==> src/rtl/act_share_arbiter_if.sv <==
`default_nettype none
// ============================================================================
// Module   : act_share_arbiter_if
// Brief    : Requester, activation-unit and response signals of the shared
//            activation arbiter; master = requester/unit side, slave = arbiter.
// Revision : 1.0
// ============================================================================
interface act_share_arbiter_if #(
  parameter int BITWIDTH = 18,
  parameter int NREQ     = 4
);
  logic [NREQ-1:0]          req_valid;
  logic [NREQ*BITWIDTH-1:0] req_data;
  logic [NREQ-1:0]          req_ready;
  logic                     act_valid_o;
  logic [BITWIDTH-1:0]      act_data_o;
  logic [BITWIDTH-1:0]      act_res_i;
  logic [NREQ-1:0]          resp_valid;
  logic [BITWIDTH-1:0]      resp_data;
  logic                     busy;

  modport master (
    output req_valid, req_data, act_res_i,
    input  req_ready, act_valid_o, act_data_o, resp_valid, resp_data, busy
  );

  modport slave (
    input  req_valid, req_data, act_res_i,
    output req_ready, act_valid_o, act_data_o, resp_valid, resp_data, busy
  );
endinterface
`default_nettype wire

==> src/rtl/act_share_arbiter.sv <==
`default_nettype none
// ============================================================================
// Module   : act_share_arbiter
// Brief    : Round-robin sharing of one fixed-latency activation unit among
//            NREQ requesters, with tag-tracked one-hot response routing.
// Revision : 1.0
// ============================================================================
module act_share_arbiter #(
  parameter int BITWIDTH = 18,
  parameter int NREQ     = 4,
  parameter int LATENCY  = 3,
  parameter int MAX_OUT  = 2
) (
  input  logic               clk,
  input  logic               rst_n,
  act_share_arbiter_if.slave bus
);
  localparam int c_tag_w = (NREQ > 1) ? $clog2(NREQ) : 1;
  localparam int c_cnt_w = 3;
  localparam logic [c_cnt_w-1:0] c_max_out  = c_cnt_w'(MAX_OUT);
  localparam logic [c_tag_w-1:0] c_last_req = c_tag_w'(NREQ - 1);
  localparam logic [NREQ-1:0]    c_one      = NREQ'(1);

  logic [c_cnt_w-1:0]              r_cnt [NREQ];
  logic [c_tag_w-1:0]              r_ptr;
  logic                            r_act_valid;
  logic [BITWIDTH-1:0]             r_act_data;
  logic [LATENCY:0]                r_tag_v;
  logic [LATENCY:0][c_tag_w-1:0]   r_tag_id;
  logic [NREQ-1:0]                 r_resp_valid;
  logic [BITWIDTH-1:0]             r_resp_data;

  logic [NREQ-1:0]                 w_elig;
  logic [NREQ-1:0]                 w_grant;
  logic [NREQ-1:0]                 w_accept_vec;
  logic [c_tag_w-1:0]              w_grant_idx;
  logic                            w_found;
  logic                            w_accept;
  logic                            w_busy;
  int                              w_idx;

  for (genvar k = 0; k < NREQ; k++) begin : g_elig
    assign w_elig[k] = bus.req_valid[k] && (r_cnt[k] < c_max_out);
  end

  // Rotating search starting at r_ptr; first eligible requester wins.
  always_comb begin
    w_grant     = '0;
    w_grant_idx = '0;
    w_found     = 1'b0;
    w_idx       = 0;
    for (int i = 0; i < NREQ; i++) begin
      w_idx = int'(r_ptr) + i;
      if (w_idx >= NREQ) w_idx = w_idx - NREQ;
      if (!w_found && w_elig[w_idx[c_tag_w-1:0]]) begin
        w_found     = 1'b1;
        w_grant_idx = w_idx[c_tag_w-1:0];
      end
    end
    w_grant[w_grant_idx] = w_found & rst_n;
  end

  assign w_accept_vec = bus.req_valid & w_grant;
  assign w_accept     = |w_accept_vec;

  always_ff @(posedge clk or negedge rst_n) begin
    if (!rst_n) begin
      r_ptr       <= '0;
      r_act_valid <= 1'b0;
      r_act_data  <= '0;
    end else begin
      r_act_valid <= w_accept;
      if (w_accept) begin
        r_act_data <= bus.req_data[int'(w_grant_idx) * BITWIDTH +: BITWIDTH];
        r_ptr      <= (w_grant_idx == c_last_req) ? '0 : w_grant_idx + 1'b1;
      end
    end
  end

  // Tag stage LATENCY lines up with the unit result for the same operand.
  always_ff @(posedge clk or negedge rst_n) begin
    if (!rst_n) begin
      r_tag_v  <= '0;
      r_tag_id <= '0;
    end else begin
      r_tag_v  <= {r_tag_v[LATENCY-1:0], w_accept};
      r_tag_id <= {r_tag_id[LATENCY-1:0], w_grant_idx};
    end
  end

  always_ff @(posedge clk or negedge rst_n) begin
    if (!rst_n) begin
      r_resp_valid <= '0;
      r_resp_data  <= '0;
    end else if (r_tag_v[LATENCY]) begin
      r_resp_valid <= c_one << r_tag_id[LATENCY];
      r_resp_data  <= bus.act_res_i;
    end else begin
      r_resp_valid <= '0;
    end
  end

  // Accept and response for the same requester in one cycle cancel out.
  always_ff @(posedge clk or negedge rst_n) begin
    if (!rst_n) begin
      for (int k = 0; k < NREQ; k++) r_cnt[k] <= '0;
    end else begin
      for (int k = 0; k < NREQ; k++) begin
        if (w_accept_vec[k] && !r_resp_valid[k])
          r_cnt[k] <= r_cnt[k] + 1'b1;
        else if (!w_accept_vec[k] && r_resp_valid[k])
          r_cnt[k] <= r_cnt[k] - 1'b1;
      end
    end
  end

  always_comb begin
    w_busy = 1'b0;
    for (int k = 0; k < NREQ; k++)
      if (r_cnt[k] != '0) w_busy = 1'b1;
  end

  assign bus.req_ready   = w_grant;
  assign bus.act_valid_o = r_act_valid;
  assign bus.act_data_o  = r_act_data;
  assign bus.resp_valid  = r_resp_valid;
  assign bus.resp_data   = r_resp_data;
  assign bus.busy        = w_busy;

  a_grant_onehot : assert property (@(posedge clk) disable iff (!rst_n) $onehot0(w_grant));
  a_resp_onehot  : assert property (@(posedge clk) disable iff (!rst_n) $onehot0(r_resp_valid));

  for (genvar k = 0; k < NREQ; k++) begin : g_cnt_chk
    a_cnt_bound : assert property (@(posedge clk) disable iff (!rst_n) r_cnt[k] <= c_max_out);
  end
endmodule
`default_nettype wire
==> src/flat_wrapper.sv <==
// flat-port wrapper written by rule: the top's interface ports become plain ports
module act_share_arbiter_flat 
#(
  parameter int BITWIDTH = 18,
  parameter int NREQ     = 4,
  parameter int LATENCY  = 3,
  parameter int MAX_OUT  = 2
)
  (clk, rst_n, bus_req_valid, bus_req_data, bus_act_res_i, bus_req_ready, bus_act_valid_o, bus_act_data_o, bus_resp_valid, bus_resp_data, bus_busy);
  act_share_arbiter_if #(.BITWIDTH(BITWIDTH), .NREQ(NREQ)) bus_i ();
  input  logic clk;
  input  logic rst_n;
  input wire logic [$bits(bus_i.req_valid)-1:0] bus_req_valid;
  input wire logic [$bits(bus_i.req_data)-1:0] bus_req_data;
  input wire logic [$bits(bus_i.act_res_i)-1:0] bus_act_res_i;
  output wire logic [$bits(bus_i.req_ready)-1:0] bus_req_ready;
  output wire logic [$bits(bus_i.act_valid_o)-1:0] bus_act_valid_o;
  output wire logic [$bits(bus_i.act_data_o)-1:0] bus_act_data_o;
  output wire logic [$bits(bus_i.resp_valid)-1:0] bus_resp_valid;
  output wire logic [$bits(bus_i.resp_data)-1:0] bus_resp_data;
  output wire logic [$bits(bus_i.busy)-1:0] bus_busy;
  assign bus_i.req_valid = bus_req_valid;
  assign bus_i.req_data = bus_req_data;
  assign bus_i.act_res_i = bus_act_res_i;
  assign bus_req_ready = bus_i.req_ready;
  assign bus_act_valid_o = bus_i.act_valid_o;
  assign bus_act_data_o = bus_i.act_data_o;
  assign bus_resp_valid = bus_i.resp_valid;
  assign bus_resp_data = bus_i.resp_data;
  assign bus_busy = bus_i.busy;
  act_share_arbiter #(.BITWIDTH(BITWIDTH), .NREQ(NREQ), .LATENCY(LATENCY), .MAX_OUT(MAX_OUT)) u_core (.clk(clk), .rst_n(rst_n), .bus(bus_i));
endmodule
==> config.mk <==
export PLATFORM = sky130hd
export DESIGN_NAME = act_share_arbiter_flat
export DESIGN_NICKNAME = d
export VERILOG_FILES = /design/src/rtl/act_share_arbiter_if.sv /design/src/rtl/act_share_arbiter.sv /design/src/flat_wrapper.sv
export SDC_FILE = /design/constraint.sdc
export NUM_CORES = 1
export LEC_CHECK = 0
export CAP_MARGIN = 20
export CORE_MARGIN = 3
export CORE_UTILIZATION = 39
export DETAILED_ROUTE_END_ITERATION = 7
export PLACE_DENSITY = 0.84
export SLEW_MARGIN = 20
export SYNTH_ARGS = -nofsm -noshare
export SYNTH_HDL_FRONTEND = slang
export SYNTH_SLANG_ARGS = --single-unit
==> constraint.sdc <==
create_clock -name clk -period 2.6 [get_ports clk]
set_clock_uncertainty 0.2 [all_clocks]
set_input_delay 0.52 -clock clk [delete_from_list [all_inputs] [get_ports clk]]
set_output_delay 0.52 -clock clk [all_outputs]
set_load 0.05 [all_outputs]
* After elaboration in Yosys (flattened, before gate mapping)
Cells that the tools add are included.
Word-level totals: output and inout port bits 46, bits of input ports 96, logic and storage cells 123, flip-flop bits (word level) 67
Operators by class: bitwise gates (word level) 3, order comparisons 14, shift operators 2, equality and inequality tests 1, $mul 1, add/sub/neg operators 16, reductions and logical operators 36, muxes and demuxes 36
Operators with widths (count):
- 72-bit by 32-bit variable part select with 18-bit output | 1
- 3-bit 2-to-1 mux | 8
- 2-bit 2-to-1 mux | 9
- 1-bit logical AND | 16
- 2-bit by 3-bit < comparator with 1-bit output (second input constant) | 5
- 1-bit 2-to-1 mux | 13
- 3-bit by 1-bit adder with 3-bit output (second input constant) | 4
- 3-bit by 2-bit < comparator with 1-bit output (second input constant) | 4
- 3-bit nonzero test | 4
- 3-bit by 1-bit subtractor with 3-bit output (second input constant) | 4
- 1-bit logical NOT | 11
- 3-bit greater-or-equal comparator (second input constant) | 3
- 4-bit AND | 2
- 1-bit binary-select mux with 2-bit select | 4
- 2-bit nonzero test | 4
- 2-bit by 1-bit subtractor with 2-bit output (second input constant) | 4
- 2-bit by 2-bit adder with 3-bit output (second input constant) | 2
- 2-bit by 4-bit multiplier with 6-bit output (second input constant) | 1
- 4-bit 2-to-1 mux | 1
- 4-bit OR reduction | 1
- 1-bit by 2-bit left shift with 4-bit output (first input constant) | 1
- 2-bit by 1-bit adder with 3-bit output (second input constant) | 1
- 2-bit by 3-bit greater-or-equal comparator with 1-bit output (second input constant) | 1
- 2-bit by 1-bit adder with 2-bit output (second input constant) | 1
- 4 further kinds | 4

* Depth between registers and ports, before layout
Gate-level depths: netlist of the first run.
word-level depth 24, gate-level depth with buffers 14, depth with buffers taken out 13

* Worst setup path after synthesis of the first run
OpenSTA, ideal clock, no wires.
path kind input to output, start input port bus_req_valid[1], end output port bus_req_ready[0], arrival time 2.465 ns, data required time 1.880 ns, setup slack -0.585 ns, buffers on the path 1, stages on the path 6, cell sequence nor3b_2 > a21oi_1 > o21ai_2 > inv_2 > buf_2 > nor3_1
Between the ends: cells in the longest elaborated chain, start to end 18, elaborated cells between the ends (all ways) 30, classes of those cells order compare (2); mux (18); bitwise (2); reduce/logical (8)
RTL lines:
- start: declaration | RTL line flat_wrapper.sv:13 | input wire logic [$bits(bus_i.req_valid)-1:0] bus_req_valid;
- 1-bit logical AND * | RTL line act_share_arbiter.sv:43 | assign w_elig[k] = bus.req_valid[k] && (r_cnt[k] < c_max_out);
- 1-bit binary-select mux with 2-bit select | RTL line act_share_arbiter.sv:55 | if (!w_found && w_elig[w_idx[c_tag_w-1:0]]) begin
- 1-bit 2-to-1 mux (implied by the code) | RTL line act_share_arbiter.sv:55
- 1-bit 2-to-1 mux | RTL line act_share_arbiter.sv:55
- 1-bit logical NOT | RTL line act_share_arbiter.sv:55
- 1-bit logical AND | RTL line act_share_arbiter.sv:55
- 1-bit 2-to-1 mux | RTL line act_share_arbiter.sv:55
- 1-bit logical NOT | RTL line act_share_arbiter.sv:55
- [... 3 more ...]
- 1-bit logical AND | RTL line act_share_arbiter.sv:55
- 2-bit 2-to-1 mux * | RTL line act_share_arbiter.sv:55
- via u_core.w_grant_idx[1] | RTL line act_share_arbiter.sv:36 | logic [c_tag_w-1:0] w_grant_idx;
- 2-bit by 3-bit < comparator with 1-bit output (implied by the code) or 2-bit by 1-bit greater-or-equal comparator with 1-bit output (tied branches) | RTL line act_share_arbiter.sv:60 | w_grant[w_grant_idx] = w_found & rst_n;
- 1-bit logical AND (implied by the code) | RTL line act_share_arbiter.sv:60
- 1-bit 2-to-1 mux (implied by the code) | RTL line act_share_arbiter.sv:60
- 1-bit demux with 2-bit select *
- 4-bit AND (no line) *
- end: declaration | RTL line flat_wrapper.sv:16 | output wire logic [$bits(bus_i.req_ready)-1:0] bus_req_ready;
Mark *: on every way through the listed nets, which the timed path passes. The rest lies on a longest branch. The select of a mux whose other input is x is not followed.

* Worst setup path after layout of the first run
start register u_core.r_cnt[2] (netlist name), end register u_core.r_cnt[2] (netlist name)
Between the ends: cells in the longest elaborated chain, start to end 23, elaborated cells between the ends (all ways) 40, classes of those cells add/sub (2); order compare (3); mux (20); bitwise (3); reduce/logical (12)
RTL lines:
- start: declaration | RTL line act_share_arbiter.sv:24 | logic [c_cnt_w-1:0] r_cnt [NREQ];
- start signal: indexed assignment | RTL line act_share_arbiter.sv:110 | r_cnt[k] <= r_cnt[k] + 1'b1;
- start signal: indexed assignment | RTL line act_share_arbiter.sv:112 | r_cnt[k] <= r_cnt[k] - 1'b1;
- 3-bit by 2-bit < comparator with 1-bit output | RTL line act_share_arbiter.sv:43
- 1-bit logical AND | RTL line act_share_arbiter.sv:43
- 1-bit binary-select mux with 2-bit select | RTL line act_share_arbiter.sv:55
- 1-bit 2-to-1 mux (implied by the code) | RTL line act_share_arbiter.sv:55
- 1-bit 2-to-1 mux | RTL line act_share_arbiter.sv:55
- 1-bit logical NOT | RTL line act_share_arbiter.sv:55
- 1-bit logical AND | RTL line act_share_arbiter.sv:55
- 1-bit 2-to-1 mux | RTL line act_share_arbiter.sv:55
- [... 7 more ...]
- 1-bit logical AND (implied by the code) | RTL line act_share_arbiter.sv:60
- 1-bit 2-to-1 mux (implied by the code) | RTL line act_share_arbiter.sv:60
- 1-bit demux with 2-bit select
- 4-bit AND (no line)
- 4-bit AND | RTL line act_share_arbiter.sv:63 | assign w_accept_vec = bus.req_valid & w_grant;
- 1-bit logical NOT | RTL line act_share_arbiter.sv:111 | else if (!w_accept_vec[k] && r_resp_valid[k])
- 1-bit logical AND | RTL line act_share_arbiter.sv:111
- 2-bit nonzero test (no line)
Several ways; a longest one is shown, not always the timed one. The select of a mux whose other input is x is not followed. A chain may end at the register's enable or synchronous reset.

==> impl_metrics.csv, run 1 <==
group,metric,value,unit
worst_hold_path,hold_depth,0,
detailed_routing,routed-via-count,2849,
placed_design,dp_slack,-0.722,ns
detailed_routing,met1Wirelength,3.43,mm
synthesis,synth_seq_area_share,49.9,%
critical_path,path_buf_inv,1,
synthesis,syn_inst,271,
timing,hold_violations,0,
critical_path,r2r_end,"u_core.r_cnt[2]",
cts,clock_latency,0.35,ns
cts,clockBufferDepth,2,
critical_path,crit_fanout,3,
timing,setup_viol,30,
pwr,leakage,0.00233,µW
pwr,power_density,868,nW/µm²
critical_path,worst_ep_required_time,2.67,ns
detailed_routing,met3_wirelength,676,µm
cts,cts_tree,"built",
floorplan,die_area,9630,µm²
critical_path,slowest_delay,0.45,ns
global_routing,grt_first_pass_wirelength,15.3,mm
detailed_routing,top_layer,"met4",
timing,tns,-1.72,ns
cts,root_buffer,"clkbuf_8",
detailed_routing,dr_wl_met2,5.15,mm
critical_path,rr_worst_depth,12,
global_routing,grt_pass1_vias,3192,
layout,utilization,70.9,%
critical_path,startpoint,"u_core.r_cnt[2]",
timing,whs,0.151,ns
synthesis,synth.cell_area,3310,µm²
global_routing,antenna_found_initial,0,
timing,worst_pin_slew,0.797,ns
critical_path,critPathArrivalTime,2.88,ns
global_routing,globalRouteTotalUtil,19.9,%
floorplan,io_pins,142,
status,status,"finished with violations",
critical_path,critical-path-top-delay-family,"simple AND/OR/NAND/NOR gates",
critical_path,reg2reg_from,"u_core.r_cnt[2]",
worst_hold_path,min_path_type,"register to register",
detailed_routing,finalWirelength,9.44,mm
synthesis,synth_area_leader_cell,"dfrtp_1",
critical_path,crit_type,"register to register",
placed_design,place.port_buffers,141,
status,violations,"setup timing",
synthesis,avgSynthCellArea,12.2,µm²
detailed_routing,first_iter_violations,112,
layout,drive_above_1_share,31.5,%
cts,cts_made_buffers,9,
synthesis,synth_seq_cells,66,
cts,htreeDepth,3,
detailed_routing,remaining_drc_errors,0,
layout,area_growth,70.6,%
layout,nNetsFinal,561,
detailed_routing,firstDrtPassIters,5,
layout,n_antenna_cell,0,
floorplan,dieHeight,98.1,µm
synthesis,dominantRegCellSynth,"dfrtp_1",
placed_design,dpl.hpwl,6.55,mm
cts,cts_sinks,66,
critical_path,crit_path_end,"u_core.r_cnt[2]",
critical_path,endpoint_kind,"register",
synthesis,synthArstFlopShare,100,%
layout,nFillCells,562,
layout,final_common_cell,"clkdlybuf4s50_1",
layout,mostFrequentLayoutCells,"clkdlybuf4s50_1 (131), dfrtp_1 (66), mux2i_1 (37), buf_4 (33), inv_1 (26)",
detailed_routing,wl_per_cell,16.8,µm
critical_path,cp.depth,12,
floorplan,rows,32,
critical_path,crit_chain,"or3b_4, a21oi_4, o221a_2, ha_4, nand2_4, nor2_4, ha_4, inv_2, fa_2, xor2_1, nor2_1, xor2_1",
timing,setup_ws,-0.211,ns
cts,path_clk_slew,0.08,ns
timing,post-route-min-period,2.81,ns
synthesis,synth_top_cells_by_area,"dfrtp_1 (50%), mux2i_1 (11%), mux2_2 (7.5%)",
critical_path,slowest_stage,"or3b_4",
critical_path,start_kind,"register",
floorplan,die_x,98.1,µm
synthesis,synth_top_area_share,49.9,%
global_routing,grt_max_degree,65,
job,cap_violations,0,
synthesis,synth-edff-count,0,
floorplan,core,7970,µm²
detailed_routing,viasPerCell,5.06,
timing,finalCritPeriodShare,108,%
timing,slew_viol_final,0,
timing,fmax,0.356,GHz
placed_design,globalplace.congestion,0.788,
synthesis,ys.warnings.count,0,
floorplan,start_util,41.6,%
global_routing,grt_remaining_overflow,0,
pwr,power,4900,µW
pwr,peakVddDrop,0.488,mV
timing,rsz0062_at_grt,"yes",
detailed_routing,ant_nets,0,
timing,slew_headroom,46.9,%
synthesis,ys_types,41,
critical_path,r2r_setup_slack,-0.21,ns
synthesis,syn_nets,376,
## Yosys cell counts (2+ instances only)
cell      count
dfrtp_1      66
mux2i_1      37
inv_1        30
mux2_2       22
a222oi_1     18
or2_2        18
nor2_1        8
xor2_1        8
buf_2         6
ha_1          5
a21oi_1       4
fa_1          4
nor3_1        4
xnor2_1       4
and3_1        3
buf_6         3
and2_1        2
buf_1         2
clkbuf_1      2
nand2_1       2
nor3b_2       2
nor4_1        2
## sequential cells by signal, summed over array words and instances (netlist names)
name / flops
u_core.bus.act_data_o: 18
u_core.bus.resp_data: 18
u_core.bus.resp_valid: 4
u_core.r_cnt: 12
u_core.r_ptr: 2
u_core.r_tag_id: 8
u_core.r_tag_v: 4
## layer usage
metal  global-route usage [%]  up-vias
met3                     6.43       16
met1                     22.0     1395
met2                     35.9      110
met4                     7.04        0
li1                         -     1328
met5                        0        -
## worst min path at each step
stage	from	end	slack, ns
3_3_place_gp	u_core.r_tag_id[5]	u_core.r_tag_id[7]	0.13
4_1_cts	u_core.r_tag_id[4]	u_core.r_tag_id[6]	0.15
5_1_grt	u_core.r_tag_id[4]	u_core.r_tag_id[6]	0.15
6_report	u_core.r_tag_id[4]	u_core.r_tag_id[6]	0.15
2_1_floorplan	rst_n	u_core.bus.act_data_o[0]	0.02
3_5_place_dp	u_core.r_tag_id[5]	u_core.r_tag_id[7]	0.13
## report_power, final
group          leakage (µW)  switching (µW)  internal [µW]
clock              0.000123             405            637
combinational       0.00143            1370            931
sequential         0.000777             218           1340
## repair_timing
action	4_1_cts	5_1_grt
setup buffers	13	3
gates resized for setup	35	10
pin swaps	15	33
endpoints found under the hold margin	2	0
hold buffers	1	0
endpoints found under the setup margin	32	31
cloned	0	0
## through the flow
step	cells	area [µm²]
after floorplan	271	3400
after global placement	531	5100
after CTS	560	5580
after global routing	563	5650
final	563	5650
after detailed placement	531	5100
## area by class of cell
type	instances	area, µm²	share of cell area (%)
Sequential cell	66	1650	29.2
Clock buffer	9	124	2.19
Tap cell	102	128	2.26
Multi-Input combinational cell	160	1650	29.3
Clock inverter	7	118	2.08
Inverter	31	116	2.06
Timing Repair Buffer	188	1860	32.9
## logic make-up (layout without fill, tap and decap cells)
logic type	count (synthesis)	after routing	share of synthesized area [%]
buffers and inverters	45	235	6.05
DFF	66	66	49.9
and+or+nand+nor	49	49	9.26
AOI/OAI and AO/OA	30	30	8.31
adders and majority gates	9	9	4.31
xor gates and xnor gates	12	12	3.17
muxes	60	60	19.0
Note: power is estimated with default switching activity, not from simulation.
==> run 2: changes to the inputs <==
Settings changed: GPL_TIMING_DRIVEN set to 0, SKIP_CTS_REPAIR_TIMING set to 1.
==> run 2 against run 1 <==
Maximum frequency is 3.9% lower. The run ends with hold timing, setup timing left. Cell area down 3.0%. Highest routed layer unchanged. Total power is 5.7% lower. Global-route usage fell by 0.72 points. First-iteration DRC count up 48%. Die area unchanged. Largest cell class unchanged. Setup slack got worse by 0.11 ns.
==> impl_metrics.csv, run 2 (same netlist as run 1, synthesis figures left out) <==
group,metric,value,unit
cts,clockBufferDepth,2,
layout,mostFrequentLayoutCells,"clkdlybuf4s50_1 (131), dfrtp_1 (65), mux2i_1 (35), inv_1 (25), mux2_2 (22)",
critical_path,rr_worst_depth,12,
critical_path,critical-path-top-delay-family,"simple AND/OR/NAND/NOR gates",
critical_path,crit_chain,"nor3b_4, a21o_1, buf_6, o31ai_4, buf_12, nor3_4, ha_2, inv_2, fa_2, xor2_1, nor2_1, xor2_1",
cts,htreeDepth,3,
pwr,intPower,2630,µW
floorplan,rows,32,
pwr,pwr-share-comb,49.4,%
detailed_routing,firstDrtPassIters,7,
detailed_routing,remaining_drc_errors,0,
timing,setup_ws,-0.324,ns
floorplan,start_util,41.6,%
floorplan,die_area,9630,µm²
critical_path,startpoint,"u_core.r_cnt[4]",
cts,cts_tree,"built",
detailed_routing,ant_nets,0,
layout,final_common_cell,"clkdlybuf4s50_1",
timing,post-route-min-period,2.92,ns
global_routing,grt_first_pass_wirelength,14.7,mm
global_routing,antenna_found_initial,0,
pwr,power.switching,1990,µW
cts,root_buffer,"clkbuf_8",
pwr,leakage,0.00224,µW
global_routing,grt_pass1_vias,3028,
layout,nFillCells,572,
global_routing,grt_remaining_overflow,0,
critical_path,path_common_cell,"xor2_1",
cts,clock_latency,0.34,ns
timing,tns,-2.68,ns
critical_path,slowest_stage,"dfrtp_2",
timing,slew_viol_final,0,
pwr,peakVddDrop,0.576,mV
global_routing,globalRouteTotalUtil,19.2,%
placed_design,globalplace.congestion,0.736,
timing,worst_pin_slew,0.571,ns
floorplan,io_pins,142,
pwr,p_seq_share,33.6,%
placed_design,dp_slack,-1.19,ns
detailed_routing,finalWirelength,9.49,mm
pwr,power_density,844,nW/µm²
placed_design,place_area,4960,µm²
worst_hold_path,min_path_type,"input pin to async pin",
timing,whs,-0.170,ns
detailed_routing,wl_per_cell,17.2,µm
job,cap_violations,0,
critical_path,start_kind,"register",
detailed_routing,routed-via-count,2812,
timing,finalCritPeriodShare,112,%
layout,stdcell_area,5480,µm²
critical_path,worst_ep_required_time,2.67,ns
pwr,clock_power_share,17.0,%
floorplan,die_x,98.1,µm
status,status,"finished with violations",
layout,drive_above_1_share,29.1,%
status,violations,"hold timing, setup timing",
layout,nNetsFinal,550,
critical_path,reg2reg_from,"u_core.r_cnt[4]",
timing,fmax,0.342,GHz
critical_path,slowest_delay,0.44,ns
critical_path,endpoint_kind,"register",
pwr,swShare,43.1,%
layout,n_antenna_cell,0,
global_routing,grt_max_degree,56,
critical_path,crit_type,"register to register",
placed_design,place.port_buffers,141,
floorplan,dieHeight,98.1,µm
timing,slew_headroom,61.9,%
detailed_routing,viasPerCell,5.09,
critical_path,critPathArrivalTime,2.99,ns
placed_design,dpl.hpwl,6.95,mm
timing,setup_viol,16,
layout,area_growth,65.4,%
critical_path,crit_fanout,8,
floorplan,core,7970,µm²
cts,path_clk_slew,0.08,ns
critical_path,cp.depth,12,
timing,rsz0062_at_grt,"yes",
cts,cts_made_buffers,9,
cts,cts_sinks,66,
detailed_routing,first_iter_violations,166,
critical_path,path_buf_inv,3,
timing,hold_violations,13,
[run 2: cell count changes in the layout (fill, tap and decap cells not counted), moves of 2 or more]
cell,previous run,this run
buf_1,0,2
buf_12,4,2
buf_2,1,5
buf_4,33,18
buf_6,12,10
bufinv_16,3,0
clkinv_2,2,0
clkinvlp_4,0,3
dlygate4sd2_1,3,0
dlymetal6s2s_1,0,5
mux2i_1,37,35
[run 2: layer usage]
metal	vias up	share of wire [%]	GRT usage, %
li1	1310	-	-
met1	1401	37	21.2
met2	88	54	34.4
met3	13	6.8	6.36
met4	0	1.5	6.83
met5	-	0	0
[run 2: cell type report]
class,count,area (µm²),share of cell area [%]
plain buffers,14,114,2.08
clock buffers,11,141,2.58
clock inverters,5,40.0,0.731
inverters,31,116,2.12
multi-input cells,160,1650,30.1
flip-flops and latches,66,1650,30.2
well taps,102,128,2.33
repair buffers,163,1640,29.9
[run 2: power by group through the flow]
stage,Clock (µW),Sequential (µW),Combinational [µW]
finish,786,1560,2280
global route,844,1600,2400
CTS,797,1560,2240
detailed placement,0,1570,2240
global placement,0,1550,2190
floorplan,0,2500,433
[run 2: final timing paths]
check                      slack (ns)                   endpoint
setup / recovery                -0.32           u_core.r_cnt[11]
hold / removal                  -0.17    u_core.bus.resp_data[5]
setup reg to reg                -0.32           u_core.r_cnt[11]
hold reg to reg                  0.15          u_core.r_tag_v[2]
max in group asynchronous        1.84  u_core.bus.act_data_o[15]
min in group clk                 0.15          u_core.r_tag_v[2]
[run 2: per-stage QoR]
step	utilization (%)	hold WS [ns]	std cells	power [µW]
3_5_place_dp	62.3	0.137	515	3810
4_1_cts	64.5	-0.177	531	4590
5_1_grt	68.7	-0.173	552	4840
6_report	68.7	-0.170	552	4620
2_1_floorplan	-	0.0244	271	2940
3_3_place_gp	62.0	0.132	514	3740
